File: src/rtl/mem_bus_arbiter.sv
// Shares one memory port between IFU (read-only) and LSU, one transaction in flight, with response timeout.
// Define MEM_ARB_RR_EN for round-robin arbitration; default is fixed priority with LSU over IFU.
module mem_bus_arbiter #(
  parameter int unsigned ADDR_W  = 32,
  parameter int unsigned DATA_W  = 32,
  parameter int unsigned TIMEOUT = 255
) (
  input  logic                  clk,
  input  logic                  rst,
  input  logic                  ifu_req_valid,
  output logic                  ifu_req_ready,
  input  logic [ADDR_W-1:0]     ifu_addr,
  output logic                  ifu_resp_valid,
  output logic                  ifu_resp_err,
  output logic [DATA_W-1:0]     ifu_rdata,
  input  logic                  lsu_req_valid,
  output logic                  lsu_req_ready,
  input  logic [ADDR_W-1:0]     lsu_addr,
  input  logic                  lsu_wen,
  input  logic [DATA_W-1:0]     lsu_wdata,
  input  logic [DATA_W/8-1:0]   lsu_wmask,
  output logic                  lsu_resp_valid,
  output logic                  lsu_resp_err,
  output logic [DATA_W-1:0]     lsu_rdata,
  output logic                  mem_req_valid,
  input  logic                  mem_req_ready,
  output logic [ADDR_W-1:0]     mem_addr,
  output logic                  mem_wen,
  output logic [DATA_W-1:0]     mem_wdata,
  output logic [DATA_W/8-1:0]   mem_wmask,
  input  logic                  mem_resp_valid,
  input  logic [DATA_W-1:0]     mem_rdata
);

  localparam int unsigned MASK_W = DATA_W / 8;
  localparam int unsigned TMR_W  = (TIMEOUT > 0) ? $clog2(TIMEOUT + 1) : 1;
  localparam logic        TMO_EN = (TIMEOUT != 0);
  localparam logic [TMR_W-1:0] TMO_LAST = (TIMEOUT != 0) ? TMR_W'(TIMEOUT - 1) : '0;

  typedef enum logic [1:0] {S_IDLE, S_REQ, S_WAIT} state_e;

  // owner_q / last_grant_q: 1 = LSU, 0 = IFU
  state_e              state_q;
  logic                owner_q;
  logic                last_grant_q;
  logic [TMR_W-1:0]    timer_q;
  logic [TMR_W-1:0]    timer_d;
  logic [ADDR_W-1:0]   addr_q;
  logic                wen_q;
  logic [DATA_W-1:0]   wdata_q;
  logic [MASK_W-1:0]   wmask_q;

  logic grant_lsu;
  logic grant_ifu;
  logic resp_hit;
  logic tmo_hit;

`ifdef MEM_ARB_RR_EN
  // On contention, favour whichever requester was not served last
  assign grant_lsu = lsu_req_valid & (~ifu_req_valid | ~last_grant_q);
`else
  logic unused_last_grant;
  assign unused_last_grant = last_grant_q;
  assign grant_lsu = lsu_req_valid;
`endif
  assign grant_ifu = ifu_req_valid & ~grant_lsu;

  assign resp_hit = (state_q == S_WAIT) & mem_resp_valid;
  // A real response in the final cycle takes precedence over the timeout
  assign tmo_hit  = (state_q == S_WAIT) & ~mem_resp_valid & TMO_EN & (timer_q == TMO_LAST);

  // Saturating increment so a disabled timeout never wraps
  always_comb begin
    timer_d = timer_q;
    if (timer_q != '1) timer_d = timer_q + TMR_W'(1);
  end

  always_ff @(posedge clk or posedge rst) begin
    if (rst) begin
      state_q      <= S_IDLE;
      owner_q      <= 1'b0;
      last_grant_q <= 1'b0;
      timer_q      <= '0;
      addr_q       <= '0;
      wen_q        <= 1'b0;
      wdata_q      <= '0;
      wmask_q      <= '0;
    end else begin
      case (state_q)
        S_IDLE: begin
          if (grant_lsu) begin
            addr_q       <= lsu_addr;
            wen_q        <= lsu_wen;
            wdata_q      <= lsu_wdata;
            wmask_q      <= lsu_wmask;
            owner_q      <= 1'b1;
            last_grant_q <= 1'b1;
            state_q      <= S_REQ;
          end else if (grant_ifu) begin
            addr_q       <= ifu_addr;
            wen_q        <= 1'b0;
            wdata_q      <= '0;
            wmask_q      <= '0;
            owner_q      <= 1'b0;
            last_grant_q <= 1'b0;
            state_q      <= S_REQ;
          end
        end
        S_REQ: begin
          if (mem_req_ready) begin
            timer_q <= '0;
            state_q <= S_WAIT;
          end
        end
        S_WAIT: begin
          if (resp_hit || tmo_hit) state_q <= S_IDLE;
          else                     timer_q <= timer_d;
        end
        default: state_q <= S_IDLE;
      endcase
    end
  end

  assign ifu_req_ready  = ~rst & (state_q == S_IDLE) & grant_ifu;
  assign lsu_req_ready  = ~rst & (state_q == S_IDLE) & grant_lsu;

  assign mem_req_valid  = (state_q == S_REQ);
  assign mem_addr       = addr_q;
  assign mem_wen        = wen_q;
  assign mem_wdata      = wdata_q;
  assign mem_wmask      = wmask_q;

  // Responses are steered to the owner only; the other side stays quiet
  assign ifu_resp_valid = (resp_hit | tmo_hit) & ~owner_q;
  assign ifu_resp_err   = tmo_hit & ~owner_q;
  assign ifu_rdata      = (resp_hit & ~owner_q) ? mem_rdata : '0;
  assign lsu_resp_valid = (resp_hit | tmo_hit) & owner_q;
  assign lsu_resp_err   = tmo_hit & owner_q;
  assign lsu_rdata      = (resp_hit & owner_q) ? mem_rdata : '0;

endmodule

File: config.mk
export PLATFORM = sky130hd
export DESIGN_NAME = mem_bus_arbiter
export DESIGN_NICKNAME = d
export VERILOG_FILES = /design/src/rtl/mem_bus_arbiter.sv
export SDC_FILE = /design/constraint.sdc
export NUM_CORES = 1
export LEC_CHECK = 0
export CAP_MARGIN = 20
export CORE_ASPECT_RATIO = 0.75
export CORE_UTILIZATION = 38
export DETAILED_ROUTE_END_ITERATION = 8
export PLACE_DENSITY_LB_ADDON = 0.25
export SYNTH_ARGS = -nofsm -noshare
export SYNTH_HDL_FRONTEND = slang
export SYNTH_SLANG_ARGS = --single-unit
export TNS_END_PERCENT = 5
File: constraint.sdc
create_clock -name clk -period 7.1 [get_ports clk]
set_input_delay 2.13 -clock clk [delete_from_list [all_inputs] [get_ports clk]]
set_output_delay 2.13 -clock clk [all_outputs]
set_load 0.02 [all_outputs]
==> flow_summary_export.csv <==
group,metric,value,unit
cells_and_area,layout.cells.non_filler,777,
drt,ant_nets,0,
critical_path,cp_data_arrival_time,4.07,ns
timing,worst_pin_slew,0.708,ns
critical_path,crit_top_cell,"clkdlybuf4s50_1",
global_routing,grt_use_total,0.237,
drt,wl,12700,um
die,core_area,9850,um2
die,io_pins,279,
pwr,power-per-cell-area,345,nW/um2
timing,clock_skew,0.00345,ns
placement,dp.cells,760,
global_routing,grt_pass1_vias,3799,
placement,io_buffers,278,
cells_and_area,utilization,0.724,
drt,drc,0,
placement,placement.cell_area,6780,um2
drt,firstDrtPassIters,4,
pwr,netSwitchingPower,0.921,mW
cells_and_area,area.growth.synth_to_final,81.2,%
die,dieArea,10800,um2
min_path,holdCritStartpoint,"mem_addr[5]",
cells_and_area,nNetsFinal,781,
global_routing,grt_max_degree,85,
global_routing,grt_pass1_wl,20000,um
global_routing,grt_overflow,0,
critical_path,crit_start,"mem_resp_valid",
pwr,seqPwrFrac,0.316,
drt,vias,3793,
critical_path,endpoint_kind,"output pin",
cells_and_area,design_area,7130,um2
pwr,intPower,1.54,mW
timing,rsz0062_at_grt,"no",
cells_and_area,seqCellArea,2000,um2
clock_tree,cts.sinks,80,
critical_path,required,4.97,ns
yosys,ys_types,41,
die,initial_core_util,0.399,
critical_path,slowest_delay,0.62,ns
pwr,leakage,3.11,nW
critical_path,reg2reg_from,"state_q[1]",
yosys,synthesis.area,3940,um2
status,status,"complete, no violations",
die,die_h,90.1,um
clock_tree,path_clk_slew,0.06,ns
clock_tree,cts_tree,"yes",
cells_and_area,multi_input_area,1780,um2
yosys,yosys_warnings,0,
cells_and_area,drive_above_1_share,0.0481,
timing,setup_viol,0,
clock_tree,insertion_delay,0.33,ns
pwr,p_comb_frac,0.489,
drt,drt_iter0_drc,267,
timing,fmax,161,MHz
placement,hpwl,9560,um
yosys,postSynthAreaPerCell,10.6,um2
min_path,hold_class,"reg2reg",
global_routing,grt_antenna_before_repair,0,
timing,hold_violations,0,
critical_path,cp-start-kind,"input pin",
pwr,switching_share,0.375,
timing,min_period_over_period,0.873,
cells_and_area,antenna_cells,0,
critical_path,cp.buffers_inverters,3,
pwr,ir_drop,0.319,mV
clock_tree,hold_buffers,0,
yosys,synthCells,372,
die,die-width,120,um
pwr,p_clk_frac,0.195,
drt,viasPerCell,4.88,
placement,gp_congestion,0.890,
clock_tree,clockBufferDepth,2,
timing,finalMaxSlewViolations,0,
critical_path,crit_chain,"clkdlybuf4s50_1 > nand2_1 > nor2_1 > buf_4 > and2_1 > clkdlybuf4s50_1",
cells_and_area,nFillCells,735,
timing,tns,0,ns
yosys,ys_seq_elements,80,
clock_tree,cts_setup_buffers,0,
critical_path,path_max_fanout,32,
critical_path,crit_type,"in2out",
clock_tree,cts_max_level,3,
clock_tree,cts_root_buf,"clkbuf_16",
critical_path,critical-path-top-delay-family,"buffers and inverters",
clock_tree,numCtsBuffers,9,
clock_tree,ctsResizeCount,0,
drt,post_drt_wl_per_cell,16.3,um
die,rows,31,
timing,finalCriticalPeriod,6.20,ns
run,cap_violations,0,
yosys,syn_nets,513,
yosys,seq_area_frac_synth,0.509,
timing,relSlewSlack,0.528,
critical_path,cpMaxStageDelayCell,"clkdlybuf4s50_1",
final cells by class:
class                      count  area share
clock inverter                 4     0.00720
sequential                    80       0.281
timing repair buffer         285       0.400
clock buffer                  12      0.0374
inverter                       4     0.00228
multi-input combinational    260       0.249
tap                          132      0.0232
metal layers:
| metal | track usage | wire (um) | vias up |
|---|---|---|---|
| met5 | 0 | 0 | - |
| met4 | 0.0604 | 193 | 0 |
| met3 | 0.0654 | 858 | 16 |
| met2 | 0.399 | 6280 | 134 |
| met1 | 0.299 | 5320 | 1798 |
| li1 | - | - | 1845 |
worst min-delay path: cells and delay by family, from the launching register on:
kind | cells | cell delay [ns]
AOI/OAI and AO/OA | 1 | 0.06
DFF | 1 | 0.34
and+or+nand+nor | 1 | 0.04
metrics by stage:
| step | setup WS [ns] | power (mW) | hold slack [ns] |
|---|---|---|---|
| floorplan | 0.684 | 1.40 | 0.519 |
| global placement | 0.985 | 1.96 | 0.463 |
| detailed placement | 0.934 | 1.98 | 0.470 |
| CTS | 0.916 | 2.48 | 0.483 |
| global route | 0.800 | 2.59 | 0.504 |
| finish | 0.900 | 2.46 | 0.476 |
sequential cells by signal, summed over array words and instances (netlist names):
name       cells
mem_wmask      4
state_q        2
mem_wen        1
mem_wdata     32
mem_addr      32
timer_q        8
owner_q        1
synth_stat cells:
library cell	instances	area (um2)
o31ai_1	1	7.51
buf_2	22	110
nor3_1	2	10.0
nor2b_1	2	12.5
nand2_1	35	131
o31a_1	1	8.76
clkbuf_1	4	15.0
o21ai_1	1	5.00
a21oi_1	3	15.0
a311o_1	3	30.0
buf_6	1	11.3
nand2b_4	1	13.8
mux2i_1	32	320
nor4_1	3	18.8
and2_1	65	407
o22a_1	1	8.76
o21ai_0	33	165
a211o_1	4	35.0
ha_1	2	25.0
o211ai_1	1	7.51
or2_2	1	6.26
a31oi_1	1	6.26
a22o_1	38	333
o211a_1	1	10.0
buf_8	1	15.0
nor2_1	9	33.8
dfrtp_1	80	2000
o311a_1	2	20.0
a21boi_4	1	18.8
and3_2	1	7.51
o21a_1	1	7.51
nand3_1	3	15.0
and4b_1	1	10.0
and3_1	4	25.0
and4_4	1	11.3
a21o_1	1	7.51
or2b_1	1	7.51
nand3b_1	1	7.51
inv_1	4	15.0
nand2b_1	2	12.5
nand4_1	1	6.26
final timing paths:
check	depth (start not counted)	slack, ns	endpoint
worst max-delay path	6	0.90	ifu_rdata[11]
worst min-delay path	2	0.48	mem_addr[5]
worst max register to register	4	5.02	mem_addr[4]
worst min register to register	2	0.48	mem_addr[5]
max in group asynchronous	4	4.27	mem_wdata[28]
min in group asynchronous	3	2.26	timer_q[3]
power groups by stage:
| stage | Clock [mW] | Combinational [mW] | Sequential, mW |
|---|---|---|---|
| detailed placement | 0 | 1.21 | 0.777 |
| global route | 0.511 | 1.28 | 0.804 |
| floorplan | 0 | 0.423 | 0.976 |
| CTS | 0.490 | 1.21 | 0.778 |
| global placement | 0 | 1.19 | 0.771 |
| finish | 0.478 | 1.20 | 0.777 |
cells by family (layout without fill, tap and decap cells):
| kind of cell | after synthesis | in the layout | share of synthesized area |
|---|---|---|---|
| and+or+nand+nor | 133 | 133 | 0.187 |
| DFF | 80 | 80 | 0.509 |
| AOI/OAI and AO/OA | 93 | 93 | 0.174 |
| muxes | 32 | 32 | 0.0814 |
| buffers and inverters | 32 | 305 | 0.0423 |
| adders and majority gates | 2 | 2 | 0.00636 |
cell usage in the layout (no fill, tap or decap), types with 3 or more instances in the layout:
master / synthesis / routed
a22o_1: 38 / 38
nand2_1: 35 / 35
and3_1: 4 / 4
and2_1: 65 / 65
inv_1: 4 / 3
o21ai_0: 33 / 33
clkbuf_8: 0 / 3
a21oi_1: 3 / 3
nor2_1: 9 / 9
clkbuf_16: 0 / 9
mux2i_1: 32 / 32
dfrtp_1: 80 / 80
a211o_1: 4 / 4
a311o_1: 3 / 3
nand3_1: 3 / 3
buf_4: 0 / 6
clkdlybuf4s50_1: 0 / 277
nor4_1: 3 / 3
No activity file was read; power rests on OpenSTA's default activity.
